<file path="src/rtl/iguana_rst_seq.sv">
// Multi-channel reset sequencer: releases NumChan active-low resets in index
// order with per-channel delays, and re-sequences from any channel on request.
module iguana_rst_seq #(
  parameter int unsigned NumChan     = 4,
  parameter int unsigned SyncStages  = 2,
  parameter int unsigned DelayWidth  = 8,
  parameter logic [DelayWidth-1:0] ChanDelay [NumChan] = '{default: DelayWidth'(16)},
  parameter int unsigned SwRstCycles = 16
) (
  input  logic               clk_i,
  input  logic               rst_ni,
  input  logic               test_mode_i,
  input  logic [NumChan-1:0] sw_rst_req_i,
  output logic [NumChan-1:0] rst_no,
  output logic               done_o
);

  localparam int unsigned IdxW = (NumChan > 1) ? $clog2(NumChan) : 1;
  localparam logic [IdxW-1:0]       LastIdx = IdxW'(NumChan - 1);
  localparam logic [DelayWidth-1:0] SwHold  = DelayWidth'(SwRstCycles - 1);

  localparam logic [1:0] ST_RESET = 2'd0;
  localparam logic [1:0] ST_SEQ   = 2'd1;
  localparam logic [1:0] ST_HOLD  = 2'd2;
  localparam logic [1:0] ST_DONE  = 2'd3;

  if (NumChan < 1) begin : gen_err_num_chan
    $error("iguana_rst_seq: NumChan must be at least 1");
  end
  if (SyncStages < 2) begin : gen_err_sync_stages
    $error("iguana_rst_seq: SyncStages must be at least 2");
  end
  if ((SwRstCycles < 1) || (64'(SwRstCycles) > (64'd1 << DelayWidth))) begin : gen_err_sw_cycles
    $error("iguana_rst_seq: SwRstCycles must be within 1..2**DelayWidth");
  end

  logic [SyncStages-1:0] sync_q;
  logic                  srst_n;

  logic [1:0]            state_q, state_d;
  logic [IdxW-1:0]       idx_q, idx_d;
  logic [DelayWidth-1:0] cnt_q, cnt_d;
  logic [NumChan-1:0]    rst_q, rst_d;
  logic                  done_q, done_d;
  logic [IdxW-1:0]       req_idx;
  logic                  req_any;

  // Reset-release synchronizer: assert asynchronously, release after SyncStages edges
  always_ff @(posedge clk_i or negedge rst_ni) begin
    if (!rst_ni) begin
      sync_q <= '0;
    end else begin
      sync_q <= {sync_q[SyncStages-2:0], 1'b1};
    end
  end

  assign srst_n = sync_q[SyncStages-1];

  // Lowest-index request wins; higher bits raised in the same cycle are dropped
  always_comb begin
    req_idx = '0;
    for (int i = int'(NumChan) - 1; i >= 0; i--) begin
      if (sw_rst_req_i[i]) req_idx = IdxW'(i);
    end
  end

  assign req_any = |sw_rst_req_i;

  always_comb begin
    state_d = state_q;
    idx_d   = idx_q;
    cnt_d   = cnt_q;
    rst_d   = rst_q;
    case (state_q)
      ST_RESET: begin
        if (srst_n) begin
          state_d = ST_SEQ;
          idx_d   = '0;
          cnt_d   = ChanDelay[0];
        end
      end
      ST_SEQ: begin
        if (cnt_q != '0) begin
          cnt_d = cnt_q - DelayWidth'(1);
        end else begin
          rst_d[idx_q] = 1'b1;
          if (idx_q == LastIdx) begin
            state_d = ST_DONE;
          end else begin
            idx_d = idx_q + IdxW'(1);
            cnt_d = ChanDelay[idx_q + IdxW'(1)];
          end
        end
      end
      ST_HOLD: begin
        if (cnt_q != '0) begin
          cnt_d = cnt_q - DelayWidth'(1);
        end else begin
          state_d = ST_SEQ;
          cnt_d   = ChanDelay[idx_q];
        end
      end
      ST_DONE: begin
        if (req_any) begin
          state_d = ST_HOLD;
          idx_d   = req_idx;
          cnt_d   = SwHold;
          for (int i = 0; i < int'(NumChan); i++) begin
            if (IdxW'(i) >= req_idx) rst_d[i] = 1'b0;
          end
        end
      end
      default: begin
        state_d = ST_RESET;
      end
    endcase
  end

  // done_o mirrors the registered DONE state so it rises with the last release
  assign done_d = (state_d == ST_DONE);

  always_ff @(posedge clk_i or negedge rst_ni) begin
    if (!rst_ni) begin
      state_q <= ST_RESET;
      idx_q   <= '0;
      cnt_q   <= '0;
      rst_q   <= '0;
      done_q  <= 1'b0;
    end else begin
      state_q <= state_d;
      idx_q   <= idx_d;
      cnt_q   <= cnt_d;
      rst_q   <= rst_d;
      done_q  <= done_d;
    end
  end

  // Scan bypass is the only combinational path to an output
  assign rst_no = test_mode_i ? {NumChan{rst_ni}} : rst_q;
  assign done_o = done_q;

endmodule
</file>
<file path="config.mk">
export PLATFORM = sky130hd
export DESIGN_NAME = iguana_rst_seq
export DESIGN_NICKNAME = d
export VERILOG_FILES = /design/src/rtl/iguana_rst_seq.sv
export SDC_FILE = /design/constraint.sdc
export NUM_CORES = 1
export LEC_CHECK = 0
export ABC_AREA = 0
export CAP_MARGIN = 20
export CORE_ASPECT_RATIO = 1.4
export CORE_MARGIN = 1
export CORE_UTILIZATION = 40
export DETAILED_ROUTE_END_ITERATION = 8
export PLACE_DENSITY_LB_ADDON = 0.08
export RECOVER_POWER = 25
export SYNTH_ARGS = -nofsm -noshare
export SYNTH_HDL_FRONTEND = slang
export SYNTH_SLANG_ARGS = --single-unit
</file>
<file path="constraint.sdc">
create_clock -name clk_i -period 6.5 [get_ports clk_i]
set_clock_uncertainty 0.2 [all_clocks]
set_input_delay 1.3 -clock clk_i [delete_from_list [all_inputs] [get_ports clk_i]]
set_output_delay 1.3 -clock clk_i [all_outputs]
set_load 0.02 [all_outputs]
</file>
==> results.yml <==
job:
  maxCapViolations: 0
route:
  drt_iter0_drc: 23
  wirelength_mm: 2.989
  wl_per_cell_um: 15.90
  drcViolationCount: 0
  vias_per_cell: 5.654
  dr.pass1.iters: 4
  num_vias: 1063
  postRouteAntennaNets: 0
finish:
  register_area_um2: 475.5
  antenna_cells: 0
  multi_input_area_um2: 792.0
  n_fill_cell: 323
  layout.nets: 169
  fin_area_um2: 1528
  drive_gt1_share_pct: 10.07
  layout_common_cells: "dfrtp_1 (19), inv_1 (14), ha_1 (12)"
  layout_commonest_cell: "dfrtp_1"
  areaGrowthSynthToFinish_pct: 13.90
cts:
  clk_path_buf_depth: 2
  cts-buffers-inserted: 3
  cts_setup_buffers: 0
  cts_tree: "built"
  cts_root_buffer: "clkbuf_8"
  cts_sinks: 19
  cts_hold_buf: 0
  cts_resized: 0
  cts_max_level: 1
  clk_pin_slew_ps: 70
  clk_latency_ps: 250
floorplan:
  pin_count: 12
  fp-row-count: 24
  die_x_um: 50.94
  die-height_um: 70.52
  core_area_um2: 3153
  fp.dieArea_um2: 3592
  start_util_pct: 42.54
sta:
  finalSetupViolCount: 0
  min_period_ps: 5078
  rsz0062_at_grt: "no"
  fmax_ghz: 0.1969
  fin_crit_sh_pct: 78.12
  whs_ps: 154.7
  hold_violations: 0
  drv_slew: 0
  setup_ws_ps: 1422
  slew_headroom_pct: 29.21
  tns_ps: 0
  worst_pin_slew_ps: 1062
logic_synthesis:
  synth-adder-area-share_pct: 11.19
  synth-xor-area-share_pct: 0
  synthMuxAreaShare_pct: 2.705
  avgSynthCellArea_um2: 9.862
  synth-seq-cells: 19
  synth_seq_area_share_pct: 35.45
  yosysWarnings: 0
  ys.flop_type: "dfrtp_1"
  syn_area_um2: 1341
  ys_types: 48
  synth_compound_area_share_pct: 25.28
  synth-simple-area-share_pct: 19.59
  synth_edf_count: 0
  synthesis.nets: 155
  synthArstFlopShare_pct: 100.0
  synth_cells: 136
  synth_top_family_by_area: "compound AO/OA/AOI/OAI gates"
run_status:
  status: "complete, no violations"
critical_path:
  r2r_start: "cnt_q[0]$_DFFE_PN0P_"
  path_class: "in -> out"
  r2r_end: "cnt_q[5]$_DFFE_PN0P_"
  endpoint_kind: "primary output"
  ff2ff_setup_slack_ps: 4140
  start_kind: "primary input"
  r2r_cells: 6
  worstPathMaxFanout: 20
  arrival_ps: 3580
  cp_data_required_time_ps: 5000
  startpoint: "rst_ni"
  cp-endpoint: "rst_no[2]"
pwr:
  p_per_area_nw_per_um2: 466.1
  leakage_nw: 0.6692
  ir_worst_vdd_v: 0.0002561
  power_uw: 712.1
global_route:
  antenna_found_initial: 0
  gr-total-overflow: 0
  grt_max_degree: 21
  grtUsageTotal_pct: 18.67
  grt_pass1_vias: 1156
  grt_pass1_wl_mm: 5.030
placement:
  gp_congestion: 0.8010
  preCtsSetupSlack_ps: 2097
  placed_area_um2: 1486
  port_buffers: 11
  place_hpwl_mm: 2.311
worst_hold_path:
  hold_path_class: "reg -> reg"
registers in the layout, summed over array words and instances, names as in the netlist:
name and cells:
cnt_q 8, rst_q 4, idx_q 2, state_q 2
sync_q 2, done_o 1
per-stage QoR:
stage	util, %	std cells
6_report	48.45	188
5_1_grt	48.45	188
4_1_cts	48.57	188
3_5_place_dp	47.14	184
3_3_place_gp	47.14	184
2_1_floorplan	-	136
worst min path at each step:
| stage | from | end | depth (start not counted) |
|---|---|---|---|
| CTS | sync_q[0]$_DFF_PN0_ | sync_q[1]$_DFF_PN0_ | 0 |
| global placement | sync_q[0]$_DFF_PN0_ | sync_q[1]$_DFF_PN0_ | 0 |
| detailed placement | sync_q[0]$_DFF_PN0_ | sync_q[1]$_DFF_PN0_ | 0 |
| finish | sync_q[0]$_DFF_PN0_ | sync_q[1]$_DFF_PN0_ | 0 |
| global route | sync_q[0]$_DFF_PN0_ | sync_q[1]$_DFF_PN0_ | 0 |
| floorplan | sync_q[0]$_DFF_PN0_ | sync_q[1]$_DFF_PN0_ | 0 |
worst max-delay path, stage by stage:
cell	delay, ps
dlygate4sd3_1	520
clkbuf_1	790
nand2_1	200
o21ai_0	140
clkdlybuf4s50_1	620
cells by family after synthesis:
group                      Yosys count
muxes                                3
AOI/OAI and AO/OA                   45
DFF                                 19
adders and majority gates           12
other                                1
and+or+nand+nor                     39
buffers and inverters               17
power by group:
group	internal (mW)	total (mW)	switching, mW
clock	0.0435	0.0808	0.0373
sequential	0.158	0.206	0.0480
combinational	0.179	0.426	0.246
metal layers:
layer	global-route usage [%]	share of wire [%]	up-vias
met1	20.33	43	502
met4	10.19	1.7	0
met2	33.77	53	25
met3	2.179	2.8	4
met5	0	0	-
li1	-	-	532
cell usage after synthesis, drive strengths merged, types with 3 or more instances:
master  instances  share of area, %
a32o            4               3.0
nor3            8               4.2
a22oi           4               2.2
o21ai          13               6.0
or3             4               1.9
ha             12                11
dfrtp          19                35
inv            14               3.9
nor2b           4               1.9
o211ai          4               2.2
nor2            3              0.84
a21oi           5               2.7
nand2           9               2.5
cell type report:
cell class | instances | share of cell area, %
multi-input cells | 100 | 51.84
flip-flops and latches | 19 | 31.12
repair buffers | 12 | 7.453
inverters | 14 | 3.440
well taps | 39 | 3.194
clock buffers | 4 | 2.948
Power figures use the tool's default switching activity.
